===== src/rtl/mac_rx_if.sv =====
// ---------------------------------------------------------------------------
// mac_rx_if : MII receive bus plus higher-layer result bus of the MAC receiver.
//
//   in_rxdv, in_rxd          MII-side byte stream into the receiver
//   out_rxen, out_rxd        payload byte stream towards the higher layer
//   out_hdr_valid            pulse: dest/src/type hold the current header
//   out_dest_mac, out_src_mac, out_ether_type   captured header fields
//   out_eof, out_frame_ok, out_err               end-of-frame status
//
// Modports:
//   master : side that feeds MII bytes and consumes the results
//   slave  : the receiver itself (mac_rx)
// ---------------------------------------------------------------------------
interface mac_rx_if;
   logic        in_rxdv;
   logic [7:0]  in_rxd;
   logic        out_rxen;
   logic [7:0]  out_rxd;
   logic        out_hdr_valid;
   logic [47:0] out_dest_mac;
   logic [47:0] out_src_mac;
   logic [15:0] out_ether_type;
   logic        out_eof;
   logic        out_frame_ok;
   logic [2:0]  out_err;

   modport master (
      output in_rxdv, in_rxd,
      input  out_rxen, out_rxd, out_hdr_valid, out_dest_mac, out_src_mac,
             out_ether_type, out_eof, out_frame_ok, out_err
   );

   modport slave (
      input  in_rxdv, in_rxd,
      output out_rxen, out_rxd, out_hdr_valid, out_dest_mac, out_src_mac,
             out_ether_type, out_eof, out_frame_ok, out_err
   );
endinterface


===== src/rtl/mac_rx.sv =====
// ---------------------------------------------------------------------------
// mac_rx : receive side of the Ethernet MAC.
//
// Hunts preamble + SFD, captures destination MAC, source MAC and EtherType,
// forwards the payload with the 4 FCS bytes stripped by a 4-byte delay line,
// and reports frame status with a one-cycle end-of-frame pulse.
//
// Ports:
//   in_clk    clock, all logic on rising edge
//   in_rst_n  asynchronous reset, active-low
//   bus       mac_rx_if.slave (MII input bytes, payload/header/status out)
//
// Parameters:
//   MIN_PREAMBLE  0xAA bytes required before SFD 0xAB
//   MIN_PAYLOAD   payload size below which the frame is flagged short
//   MAX_PAYLOAD   payload size above which the frame is flagged long;
//                 forwarding stops once this many bytes have been sent
//
// Build option:
//   MAC_RX_FCS_CHECK_EN  when defined, a CRC-32 runs over dest..FCS and
//                        err[2] reports a residue mismatch; otherwise
//                        err[2] is tied low and no CRC logic is built.
// ---------------------------------------------------------------------------
module mac_rx #(
   parameter int MIN_PREAMBLE = 1,
   parameter int MIN_PAYLOAD  = 46,
   parameter int MAX_PAYLOAD  = 1500
) (
   input logic     in_clk,
   input logic     in_rst_n,
   mac_rx_if.slave bus
);

   localparam logic [7:0]  MIN_PRE = 8'(MIN_PREAMBLE);
   localparam logic [10:0] MIN_PAY = 11'(MIN_PAYLOAD);
   localparam logic [10:0] MAX_PAY = 11'(MAX_PAYLOAD);

   typedef enum logic [2:0] {
      IDLE, PREAMBLE, MACDEST, MACSRC, ETHERTYPE, PAYLOAD, DROP
   } state_t;

   state_t      state, state_nxt;
   logic        rxdv;
   logic [7:0]  rxd;
   logic [7:0]  pre_cnt;
   logic [2:0]  hdr_cnt;
   logic [7:0]  dly [4];      // dly[0] newest, dly[3] oldest
   logic [2:0]  dly_cnt;
   logic [10:0] pay_cnt;
   logic        long_flag;
   logic        fcs_bad;
   logic        rxen_r, hdr_valid_r, eof_r, ok_r;
   logic [7:0]  rxd_r;
   logic [2:0]  err_r;
   logic [47:0] dest_mac, src_mac;
   logic [15:0] ether_type;

   assign rxdv = bus.in_rxdv;
   assign rxd  = bus.in_rxd;

   assign bus.out_rxen       = rxen_r;
   assign bus.out_rxd        = rxd_r;
   assign bus.out_hdr_valid  = hdr_valid_r;
   assign bus.out_dest_mac   = dest_mac;
   assign bus.out_src_mac    = src_mac;
   assign bus.out_ether_type = ether_type;
   assign bus.out_eof        = eof_r;
   assign bus.out_frame_ok   = ok_r;
   assign bus.out_err        = err_r;

`ifdef MAC_RX_FCS_CHECK_EN
   logic [31:0] crc;

   // Reflected CRC-32, one byte, LSB first; no final inversion so that a
   // frame including its FCS leaves the fixed residue in the register.
   function automatic logic [31:0] crc_byte(input logic [31:0] c, input logic [7:0] d);
      logic [31:0] r;
      r = c;
      for (int i = 0; i < 8; i++) begin
         if (r[0] ^ d[i]) r = (r >> 1) ^ 32'hEDB88320;
         else             r = r >> 1;
      end
      return r;
   endfunction

   always_ff @(posedge in_clk or negedge in_rst_n) begin
      if (!in_rst_n)
         crc <= '0;
      else if (state == PREAMBLE && state_nxt == MACDEST)
         crc <= 32'hFFFFFFFF;
      else if (rxdv && (state == MACDEST || state == MACSRC ||
                        state == ETHERTYPE || state == PAYLOAD))
         crc <= crc_byte(crc, rxd);
   end

   assign fcs_bad = (crc != 32'hDEBB20E3);
`else
   assign fcs_bad = 1'b0;
`endif

   always_ff @(posedge in_clk or negedge in_rst_n) begin
      if (!in_rst_n) state <= IDLE;
      else           state <= state_nxt;
   end

   always_comb begin
      state_nxt = state;
      case (state)
         IDLE:
            if (rxdv) state_nxt = (rxd == 8'hAA) ? PREAMBLE : DROP;
         PREAMBLE:
            if (!rxdv)                                  state_nxt = IDLE;
            else if (rxd == 8'hAB && pre_cnt >= MIN_PRE) state_nxt = MACDEST;
            else if (rxd != 8'hAA)                       state_nxt = DROP;
         MACDEST:
            if (!rxdv)                state_nxt = IDLE;
            else if (hdr_cnt == 3'd5) state_nxt = MACSRC;
         MACSRC:
            if (!rxdv)                state_nxt = IDLE;
            else if (hdr_cnt == 3'd5) state_nxt = ETHERTYPE;
         ETHERTYPE:
            if (!rxdv)                state_nxt = IDLE;
            else if (hdr_cnt == 3'd1) state_nxt = PAYLOAD;
         PAYLOAD, DROP:
            if (!rxdv) state_nxt = IDLE;
         default: state_nxt = IDLE;
      endcase
   end

   always_ff @(posedge in_clk or negedge in_rst_n) begin
      if (!in_rst_n) begin
         pre_cnt     <= '0;
         hdr_cnt     <= '0;
         for (int i = 0; i < 4; i++) dly[i] <= '0;
         dly_cnt     <= '0;
         pay_cnt     <= '0;
         long_flag   <= 1'b0;
         rxen_r      <= 1'b0;
         rxd_r       <= '0;
         hdr_valid_r <= 1'b0;
         eof_r       <= 1'b0;
         ok_r        <= 1'b0;
         err_r       <= '0;
         dest_mac    <= '0;
         src_mac     <= '0;
         ether_type  <= '0;
      end else begin
         // Pulses and status are single-cycle unless re-asserted below.
         rxen_r      <= 1'b0;
         hdr_valid_r <= 1'b0;
         eof_r       <= 1'b0;
         ok_r        <= 1'b0;
         err_r       <= '0;
         case (state)
            IDLE:
               if (rxdv && rxd == 8'hAA) pre_cnt <= 8'd1;
            PREAMBLE:
               if (rxdv) begin
                  if (rxd == 8'hAA && pre_cnt != 8'hFF) pre_cnt <= pre_cnt + 8'd1;
                  hdr_cnt   <= '0;
                  dly_cnt   <= '0;
                  pay_cnt   <= '0;
                  long_flag <= 1'b0;
               end
            MACDEST, MACSRC, ETHERTYPE:
               if (!rxdv) begin
                  // Frame truncated inside the header: report as runt.
                  eof_r <= 1'b1;
                  err_r <= 3'b001;
               end else begin
                  if (state == MACDEST)      dest_mac   <= {dest_mac[39:0], rxd};
                  else if (state == MACSRC)  src_mac    <= {src_mac[39:0], rxd};
                  else                       ether_type <= {ether_type[7:0], rxd};
                  if ((state != ETHERTYPE && hdr_cnt == 3'd5) ||
                      (state == ETHERTYPE && hdr_cnt == 3'd1)) begin
                     hdr_cnt <= '0;
                     if (state == ETHERTYPE) hdr_valid_r <= 1'b1;
                  end else begin
                     hdr_cnt <= hdr_cnt + 3'd1;
                  end
               end
            PAYLOAD:
               if (rxdv) begin
                  // Only a byte pushed out of the full delay line can be payload;
                  // the last four bytes (FCS) never leave.
                  if (dly_cnt == 3'd4) begin
                     if (pay_cnt < MAX_PAY) begin
                        rxen_r <= 1'b1;
                        rxd_r  <= dly[3];
                     end else begin
                        long_flag <= 1'b1;
                     end
                     if (pay_cnt != 11'h7FF) pay_cnt <= pay_cnt + 11'd1;
                  end else begin
                     dly_cnt <= dly_cnt + 3'd1;
                  end
                  dly[3] <= dly[2];
                  dly[2] <= dly[1];
                  dly[1] <= dly[0];
                  dly[0] <= rxd;
               end else begin
                  eof_r    <= 1'b1;
                  err_r[0] <= (dly_cnt != 3'd4) || (pay_cnt < MIN_PAY);
                  err_r[1] <= long_flag;
                  err_r[2] <= fcs_bad;
                  ok_r     <= !((dly_cnt != 3'd4) || (pay_cnt < MIN_PAY) ||
                                long_flag || fcs_bad);
               end
            default: ;
         endcase
      end
   end

endmodule


===== src/flat_wrapper.sv =====
// flat-port wrapper written by rule: the top's interface ports become plain ports
module mac_rx_flat 
#(
   parameter int MIN_PREAMBLE = 1,
   parameter int MIN_PAYLOAD  = 46,
   parameter int MAX_PAYLOAD  = 1500
)
  (in_clk, in_rst_n, bus_in_rxdv, bus_in_rxd, bus_out_rxen, bus_out_rxd, bus_out_hdr_valid, bus_out_dest_mac, bus_out_src_mac, bus_out_ether_type, bus_out_eof, bus_out_frame_ok, bus_out_err);
  mac_rx_if bus_i ();
  input logic in_clk;
  input logic in_rst_n;
  input wire logic [$bits(bus_i.in_rxdv)-1:0] bus_in_rxdv;
  input wire logic [$bits(bus_i.in_rxd)-1:0] bus_in_rxd;
  output wire logic [$bits(bus_i.out_rxen)-1:0] bus_out_rxen;
  output wire logic [$bits(bus_i.out_rxd)-1:0] bus_out_rxd;
  output wire logic [$bits(bus_i.out_hdr_valid)-1:0] bus_out_hdr_valid;
  output wire logic [$bits(bus_i.out_dest_mac)-1:0] bus_out_dest_mac;
  output wire logic [$bits(bus_i.out_src_mac)-1:0] bus_out_src_mac;
  output wire logic [$bits(bus_i.out_ether_type)-1:0] bus_out_ether_type;
  output wire logic [$bits(bus_i.out_eof)-1:0] bus_out_eof;
  output wire logic [$bits(bus_i.out_frame_ok)-1:0] bus_out_frame_ok;
  output wire logic [$bits(bus_i.out_err)-1:0] bus_out_err;
  assign bus_i.in_rxdv = bus_in_rxdv;
  assign bus_i.in_rxd = bus_in_rxd;
  assign bus_out_rxen = bus_i.out_rxen;
  assign bus_out_rxd = bus_i.out_rxd;
  assign bus_out_hdr_valid = bus_i.out_hdr_valid;
  assign bus_out_dest_mac = bus_i.out_dest_mac;
  assign bus_out_src_mac = bus_i.out_src_mac;
  assign bus_out_ether_type = bus_i.out_ether_type;
  assign bus_out_eof = bus_i.out_eof;
  assign bus_out_frame_ok = bus_i.out_frame_ok;
  assign bus_out_err = bus_i.out_err;
  mac_rx #(.MIN_PREAMBLE(MIN_PREAMBLE), .MIN_PAYLOAD(MIN_PAYLOAD), .MAX_PAYLOAD(MAX_PAYLOAD)) u_core (.in_clk(in_clk), .in_rst_n(in_rst_n), .bus(bus_i));
endmodule

===== config.mk =====
export PLATFORM = sky130hd
export DESIGN_NAME = mac_rx_flat
export DESIGN_NICKNAME = d
export VERILOG_FILES = /design/src/rtl/mac_rx_if.sv /design/src/rtl/mac_rx.sv /design/src/flat_wrapper.sv
export SDC_FILE = /design/constraint.sdc
export NUM_CORES = 1
export LEC_CHECK = 0
export CAP_MARGIN = 5
export CORE_UTILIZATION = 40
export CTS_CLUSTER_DIAMETER = 200
export CTS_CLUSTER_SIZE = 28
export DETAILED_ROUTE_END_ITERATION = 12
export DONT_BUFFER_PORTS = 1
export PLACE_DENSITY = 0.61
export SETUP_SLACK_MARGIN = 0.5
export SLEW_MARGIN = 15
export SYNTH_ARGS = -nofsm -noshare
export SYNTH_HDL_FRONTEND = slang
export SYNTH_SLANG_ARGS = --single-unit

===== constraint.sdc =====
create_clock -name in_clk -period 2.2 [get_ports in_clk]
set_clock_uncertainty 0.05 [all_clocks]
set_input_delay 0.33 -clock in_clk [delete_from_list [all_inputs] [get_ports in_clk]]
set_output_delay 0.33 -clock in_clk [all_outputs]
set_load 0.05 [all_outputs]

==> flow_summary.json, run 1 <==
{
  "cts_root_buffer": "clkbuf_16",
  "power.total_mw": 14.1,
  "synth-main-ff-cell": "dfrtp_1",
  "finalSetupViolCount": 0,
  "diodes": 0,
  "cp_num_buf_inv": 1,
  "grt_use_met1_pct": 20.6,
  "layout_common_cells": "176 x dfrtp_1, 141 x mux2_2, 33 x buf_4",
  "ys_async_sr_fraction_pct": 100,
  "drt_iter0_drc": 325,
  "io_pins": 138,
  "finalNetCount": 655,
  "reg2reg_from": "u_core.state[2]",
  "wl_per_cell_um": 20.1,
  "track_usage_pct": 17.2,
  "max-slew-margin-rel_pct": 53.3,
  "hold_violations": 187,
  "antenna_left": 0,
  "rsz0062_at_grt": "true",
  "violations": "negative hold slack",
  "crit_chain": "and2b_4 -> a21oi_2 -> or3b_4 -> buf_12 -> mux2_4",
  "antenna_found_initial": 0,
  "status": "finished, violations left",
  "use_met2_pct": 28.9,
  "drt-total-wl_um": 18400,
  "hold_path.class": "in2async",
  "gr-usage-met3_pct": 5.16,
  "synthTopCellsByArea": "dfrtp_1 59%, mux2_2 20%, mux2_4 1.9%",
  "peakVddDrop_mv": 0.631,
  "ys_ff_latch": 187,
  "drc": 0,
  "required_ns": 2.46,
  "synth_nets": 602,
  "syn_inst": 582,
  "worstSetupEndpointType": "register",
  "final_common_cell": "dfrtp_1",
  "dieWidth_um": 143,
  "path_delay_family": "simple AND/OR/NAND/NOR gates",
  "finalInstanceArea_mm2": 0.00970,
  "critPathMaxStageDelay_ns": 0.47,
  "drive_gt1_share_pct": 44.6,
  "rr_worst_depth": 5,
  "synth_top_area_cell": "dfrtp_1",
  "yosysUniqueCellTypes": 58,
  "yosys_warnings": 0,
  "synth_area_per_cell_um2": 13.6,
  "routabilityCongestion": 0.848,
  "worstPathMaxFanout": 12,
  "initial_core_util_pct": 40.7,
  "clk_pin_slew_ns": 0.07,
  "htree_levels": 4,
  "crit_slowest_cell": "dfrtp_2",
  "dpl_cell_area_mm2": 0.00827,
  "grt_pass1_vias": 4948,
  "portBuffers": 0,
  "die-area_mm2": 0.0204,
  "tns_ns": 0,
  "num-fill-cells": 1616,
  "vias": 5037,
  "clk_latency_ns": 0.43,
  "clock.fmax_mhz": 547,
  "area_growth_pct": 22.4,
  "r2r-end": "u_core.bus.out_ether_type[2]",
  "cts_hold_buf": 9,
  "crit_type": "reg2reg",
  "crit_arrival_ns": 2.09,
  "grt-ovfl-total": 0,
  "grt_first_pass_wirelength_um": 26400,
  "vias_per_cell": 5.52,
  "p_per_area_mw_per_mm2": 1450,
  "maxCapViolCount": 0,
  "r2r_setup_slack_ns": 0.37,
  "drv_slew": 0,
  "yosysTopAreaCellShare_pct": 59.0,
  "fp.dieH_um": 143,
  "rows": 51,
  "grt.busiest_layer": "met2",
  "synth_edf_count": 0,
  "coreArea_mm2": 0.0195,
  "cts_sinks": 187,
  "post-route-min-period_ns": 1.83,
  "synth_seq_area_share_pct": 59.0,
  "hold_ws_ns": -0.445,
  "leakagePower_nw": 4.44,
  "clockBufferDepth": 2,
  "first_pass_iters": 6,
  "period_share_pct": 83.1,
  "grt_start_max_net_pins": 188,
  "cts_tree": "yes",
  "syn_area_mm2": 0.00793,
  "numCtsBuffers": 17,
  "cp-start-kind": "register",
  "place_hpwl_um": 10700,
  "worst_slew_pin_slew_ns": 0.696,
  "final_core_util_pct": 49.8
}
==> worst max path at each step <==
stage | start | end | slack, ns | depth (start not counted)
finish | u_core.state[2] | u_core.bus.out_ether_type[2] | 0.37 | 5
global route | u_core.pay_cnt[1] | u_core.pay_cnt[0] | 0.34 | 7
detailed placement | u_core.dly_cnt[0] | u_core.pay_cnt[6] | 0.25 | 6
CTS | u_core.state[2] | u_core.bus.out_ether_type[2] | 0.40 | 5
global placement | u_core.dly_cnt[0] | u_core.pay_cnt[10] | 0.34 | 6
floorplan | u_core.state[1] | u_core.bus.out_ether_type[0] | 0.42 | 7
==> where the power goes <==
part / internal (mW) / switching (mW)
registers: 4.38 / 3.67
clock network: 1.73 / 1.36
logic: 1.79 / 1.18
total: 7.90 / 6.21
==> cell usage after synthesis, types with 2 or more instances <==
library cell / instances
a211oi_1: 2
o31ai_1: 3
nand3b_1: 4
clkbuf_1: 4
nor2_1: 11
and4_1: 3
mux2_2: 141
and3_1: 5
a31oi_1: 4
or4_1: 4
o21ai_0: 16
mux2i_1: 7
o22ai_1: 2
buf_1: 5
buf_2: 17
nand4_1: 9
o211ai_1: 4
nor3_1: 5
nand3_1: 12
a2111o_1: 2
ha_1: 9
nand2b_1: 10
dfrtp_1: 187
nor4_1: 4
and3b_1: 2
buf_4: 2
mux2_4: 10
buf_6: 2
inv_1: 13
o21ai_1: 2
nand2_1: 31
a32o_1: 2
a21oi_1: 19
or3_1: 2
a2111oi_0: 4
==> flip-flops by register name (all words and copies together), names as in the netlist, 3 cells and up <==
| name | cells |
|---|---|
| u_core.pay_cnt | 11 |
| u_core.pre_cnt | 8 |
| u_core.dly | 32 |
| u_core.bus.out_src_mac | 48 |
| u_core.bus.out_rxd | 8 |
| u_core.state | 3 |
| u_core.bus.out_ether_type | 16 |
| u_core.bus.out_dest_mac | 48 |
| u_core.hdr_cnt | 3 |
| u_core.dly_cnt | 3 |
==> what timing repair did <==
item,in CTS,in global routing
endpoints found under the hold margin,220,187
resized for setup,31,50
endpoints found under the setup margin,91,141
buffers inserted,11,24
pin swaps,8,23
gates cloned,1,6
==> per-stage QoR <==
step           instances  worst slack [ns]
2_1_floorplan        582             0.421
3_5_place_dp         830             0.248
4_1_cts              883             0.402
6_report             913             0.372
5_1_grt              913             0.337
3_3_place_gp         830             0.343
==> cells by family after synthesis <==
logic type / count (synthesis) / share of synthesized area, %
flip-flops: 187 / 59.0
multiplexers: 158 / 22.8
AND/OR/NAND/NOR: 112 / 8.11
AO/OA/AOI/OAI: 69 / 5.75
buffers and inverters: 45 / 2.70
adder cells (fa/ha/maj): 9 / 1.42
other: 1 / 0.0473
XOR/XNOR: 1 / 0.111
==> final cells by class <==
type                       instances  area, µm²  area share, %
clock inverter                    14        166           1.72
multi-input combinational        350       3290           33.9
timing repair buffer              65        723           7.46
tap                              265        332           3.42
clock buffer                      18        439           4.53
inverter                          14       57.6          0.593
sequential                       187       4690           48.4
==> layer usage <==
metal	vias up	share of wire, %	wire length (µm)
met3	27	6.0	1100
met2	168	51	9410
li1	2227	-	-
met1	2615	41	7580
met5	-	0	0
met4	0	1.6	286
No activity file was read; power rests on OpenSTA's default activity.
==> run 2: changes to the inputs <==
Settings changed: PLACE_DENSITY 0.61 to 0.63.
Clock period 2.2 ns to 1.5 ns, I/O delays scaled along.
==> flow_summary.json, run 2 (synthesis gave the netlist of run 1 again) <==
{
  "status": "finished, violations left",
  "violations": "negative hold slack, negative setup slack",
  "portBuffers": 0,
  "grt_pass1_vias": 6362,
  "diodes": 0,
  "first_pass_iters": 5,
  "rsz0062_at_grt": "true",
  "place_hpwl_um": 12100,
  "clock.fmax_mhz": 553,
  "post-route-min-period_ns": 1.81,
  "netSwitchingPower_mw": 10.7,
  "crit_arrival_ns": 2.08,
  "cp-start-kind": "register",
  "combPwrFrac_pct": 52.8,
  "r2r_setup_slack_ns": -0.31,
  "grt_first_pass_wirelength_um": 34200,
  "drive_gt1_share_pct": 66.3,
  "layout_common_cells": "159 x dfrtp_1, 154 x buf_4, 135 x buf_6",
  "p_per_area_mw_per_mm2": 2060,
  "hold_violations": 187,
  "final_common_cell": "dfrtp_1",
  "drc": 0,
  "hold_path.class": "in2async",
  "cts_sinks": 187,
  "power.total_mw": 26.5,
  "swShare_pct": 40.5,
  "worst_slew_pin_slew_ns": 0.575,
  "htree_levels": 4,
  "antenna_found_initial": 0,
  "tns_ns": -34.81,
  "area_growth_pct": 62.0,
  "clk_pin_slew_ns": 0.07,
  "period_share_pct": 121,
  "final_core_util_pct": 66.0,
  "maxCapViolCount": 0,
  "io_pins": 138,
  "grt_start_max_net_pins": 188,
  "cts_root_buffer": "clkbuf_16",
  "fp.dieH_um": 143,
  "vias": 6285,
  "peakVddDrop_mv": 1.14,
  "clockBufferDepth": 2,
  "numCtsBuffers": 17,
  "finalSetupViolCount": 180,
  "vias_per_cell": 5.35,
  "drv_slew": 0,
  "clk_latency_ns": 0.44,
  "crit_type": "reg2reg",
  "dieWidth_um": 143,
  "required_ns": 1.77,
  "max-slew-margin-rel_pct": 61.5,
  "drt-total-wl_um": 24200,
  "drt_iter0_drc": 318,
  "cts_hold_buf": 9,
  "grt-ovfl-total": 0,
  "intPower_mw": 15.8,
  "coreArea_mm2": 0.0195,
  "finalWorstSetupSlack_ns": -0.308,
  "cts_tree": "yes",
  "antenna_left": 0,
  "pwr-share-clk_pct": 16.2,
  "rows": 51,
  "initial_core_util_pct": 40.7,
  "hold_ws_ns": -0.555,
  "finalInstanceArea_mm2": 0.0128,
  "worstSetupEndpointType": "register",
  "track_usage_pct": 22.1,
  "rr_worst_depth": 5,
  "dpl_cell_area_mm2": 0.00965,
  "finalNetCount": 918,
  "share_seq_of_total_power_pct": 31.0,
  "die-area_mm2": 0.0204,
  "wl_per_cell_um": 20.6,
  "pre_cts_ws_ns": -0.293,
  "routabilityCongestion": 0.812,
  "worstPathMaxFanout": 7,
  "leakagePower_nw": 6.17
}
-- run 2: cell types whose count changed in the layout (fill, tap and decap cells not counted), moves of 9 or more --
cell | before | now
dfrtp_2 | 11 | 28
mux2_2 | 141 | 76
buf_16 | 1 | 10
buf_6 | 10 | 135
buf_4 | 33 | 154
mux2_4 | 10 | 75
dfrtp_1 | 176 | 159
-- run 2: worst paths after layout --
check	from	endpoint
max	u_core.state[2]	u_core.bus.out_ether_type[13]
min	in_rst_n	u_core.bus.out_dest_mac[46]
max reg2reg	u_core.state[2]	u_core.bus.out_ether_type[13]
min reg2reg	u_core.long_flag	u_core.bus.out_frame_ok
max in group asynchronous	in_rst_n	u_core.bus.out_dest_mac[43]
min in group in_clk	bus_in_rxdv	u_core.state[2]
-- run 2: cell type report --
class                   instances  area (µm²)
inverters                      14        56.3
clock inverters                10        92.6
well taps                     265         332
repair buffers                328        3450
flip-flops and latches        187        4710
fillers                      1304        6630
multi-input cells             350        3740
clock buffers                  21         450
-- run 2: repair_timing --
action	4_1_cts	5_1_grt
setup endpoints to repair	313	313
cloned	11	2
setup buffers	74	57
pin swaps	43	25
gates resized for setup	230	90
endpoints found under the hold margin	228	187
-- run 2: power by group through the flow --
| stage | Combinational, mW | Clock (mW) | Sequential, mW |
|---|---|---|---|
| floorplan | 3.09 | 0 | 11.3 |
| global placement | 9.13 | 0 | 7.94 |
| detailed placement | 9.34 | 0 | 8.02 |
| CTS | 12.5 | 4.31 | 8.01 |
| global route | 14.5 | 4.56 | 8.36 |
| finish | 14.0 | 4.28 | 8.22 |
-- run 2: worst max-delay path, cell delays in order (launching register included) --
cell and delay (ns):
dfrtp_1 0.43, and2b_4 0.27, a21oi_2 0.04, or3b_4 0.42
clkbuf_16 0.19, mux2_4 0.29
-- run 2: routing by layer --
layer  GRT usage, %  vias up  share of wire (%)
met3           4.33       63                5.1
met1           26.5     3244                 39
met5              0        -                  0
met2           38.5      232                 53
li1               -     2746                  -
met4           9.90        0                3.3
-- run 2: through the flow --
stage / cells / hold slack [ns]
global route: 1175 / -0.579
CTS: 1116 / -0.574
finish: 1175 / -0.555
global placement: 991 / -0.109
floorplan: 582 / -0.121
detailed placement: 991 / -0.113
==> run 3: changes to the inputs <==
Settings changed: CAP_MARGIN 5 to 20, TNS_END_PERCENT set to 30.
==> flow_summary.json, run 3 (synthesis gave the netlist of run 1 again) <==
{
  "intPower_mw": 13.9,
  "numCtsBuffers": 17,
  "drive_gt1_share_pct": 57.2,
  "cts_hold_buf": 9,
  "hold_path.class": "in2async",
  "worstPathMaxFanout": 16,
  "dieWidth_um": 143,
  "finalSetupViolCount": 174,
  "vias": 5562,
  "finalWorstSetupSlack_ns": -0.287,
  "rr_worst_depth": 5,
  "num-fill-cells": 1452,
  "period_share_pct": 119,
  "coreArea_mm2": 0.0195,
  "violations": "negative hold slack, negative setup slack",
  "peakVddDrop_mv": 1.08,
  "seq_area_mm2": 0.00469,
  "clock.fmax_mhz": 560,
  "leakagePower_nw": 5.45,
  "die-area_mm2": 0.0204,
  "dpl_cell_area_mm2": 0.00959,
  "area_growth_pct": 45.1,
  "fp.dieH_um": 143,
  "cp-start-kind": "register",
  "drt-total-wl_um": 20100,
  "wl_per_cell_um": 18.8,
  "grt_pass1_vias": 5634,
  "initial_core_util_pct": 40.7,
  "finalNetCount": 811,
  "layout_common_cells": "178 x dfrtp_1, 130 x buf_6, 125 x mux2_2",
  "p_per_area_mw_per_mm2": 2060,
  "worstSetupEndpointType": "register",
  "drt_iter0_drc": 305,
  "combPwrFrac_pct": 46.7,
  "final_common_cell": "dfrtp_1",
  "portBuffers": 0,
  "first_pass_iters": 5,
  "reg2reg_from": "u_core.state[2]",
  "track_usage_pct": 19.4,
  "rows": 51,
  "crit_arrival_ns": 2.05,
  "place_hpwl_um": 12100,
  "clockBufferDepth": 2,
  "clk_pin_slew_ns": 0.08,
  "cts_tree": "yes",
  "routabilityCongestion": 0.806,
  "io_pins": 138,
  "diodes": 0,
  "grt_start_max_net_pins": 188,
  "vias_per_cell": 5.20,
  "crit_type": "reg2reg",
  "hold_ws_ns": -0.562,
  "status": "finished, violations left",
  "hold_violations": 187,
  "pwr-share-clk_pct": 19.5,
  "grt_first_pass_wirelength_um": 30200,
  "required_ns": 1.76,
  "netSwitchingPower_mw": 9.86,
  "drc": 0,
  "htree_levels": 4,
  "maxCapViolCount": 0,
  "drv_slew": 0,
  "multi_input_area_mm2": 0.00342,
  "swShare_pct": 41.5,
  "power.total_mw": 23.7,
  "r2r_setup_slack_ns": -0.29,
  "post-route-min-period_ns": 1.79,
  "clk_latency_ns": 0.43,
  "grt-ovfl-total": 0,
  "rsz0062_at_grt": "true",
  "crit_start": "u_core.state[2]",
  "cts_sinks": 187,
  "cts_root_buffer": "clkbuf_16",
  "share_seq_of_total_power_pct": 33.8,
  "r2r-end": "u_core.bus.out_ether_type[0]",
  "antenna_left": 0,
  "finalInstanceArea_mm2": 0.0115,
  "antenna_found_initial": 0
}
run 3: changes by cell type in the layout (fill, tap and decap cells not counted), sizes merged:
cell      change
clkbuf        -1
clkinvlp      +1
clkinv        -2
inv           +4
buf         -109
bufinv        +1
run 3: layout make-up:
cell class	instances	share of cell area, %
Inverter	14	0.468
Multi-Input combinational cell	350	29.7
Sequential cell	187	40.8
Timing Repair Buffer	221	20.8
Clock buffer	18	3.73
Tap cell	265	2.88
Clock inverter	14	1.57
run 3: power groups by stage:
stage               Clock, mW  Sequential [mW]  Combinational, mW
floorplan                   0             11.3               3.02
global placement            0             7.76               9.40
detailed placement          0             7.86               9.62
CTS                      4.73             7.87               10.4
global route             4.95             8.24               11.5
finish                   4.62             8.03               11.1
run 3: how the worst max path moves through the flow:
stage | slack, ns | depth (start not counted) | endpoint
after floorplan | -0.28 | 7 | u_core.bus.out_ether_type[0]
after global placement | -0.23 | 5 | u_core.pay_cnt[7]
after detailed placement | -0.28 | 5 | u_core.bus.out_dest_mac[5]
after CTS | -0.26 | 5 | u_core.bus.out_ether_type[0]
after global routing | -0.33 | 5 | u_core.bus.out_ether_type[0]
final | -0.29 | 5 | u_core.bus.out_ether_type[0]
run 3: critical path: stages (launching register included):
cell and delay, ns:
dfrtp_2 0.44, and2b_4 0.27, a21oi_1 0.05, or3b_4 0.39, buf_12 0.17, mux2_4 0.30
run 3: per-stage QoR:
stage          TNS, ns  instances  setup slack [ns]  util [%]  hold slack [ns]
4_1_cts         -26.62       1050            -0.256      56.0           -0.580
3_3_place_gp    -28.41        992            -0.230      49.3           -0.110
6_report        -26.88       1069            -0.287      59.1           -0.562
2_1_floorplan   -14.42        582            -0.279         -           -0.121
3_5_place_dp    -35.10        992            -0.281      49.3           -0.111
5_1_grt         -36.74       1069            -0.332      59.1           -0.581
run 3: timing repair:
item,CTS,global route
setup endpoints to repair,313,313
buffers inserted,13,15
cloned,4,4
gates resized for setup,101,112
endpoints found under the hold margin,226,187
pin swaps,28,19
run 3: layer usage:
metal | vias up | track usage, % | part of all wire [%]
met2 | 157 | 32.5 | 52
met1 | 2846 | 23.9 | 41
met4 | 0 | 7.75 | 2.6
li1 | 2523 | - | -
met3 | 36 | 4.73 | 4.2
met5 | - | 0 | 0
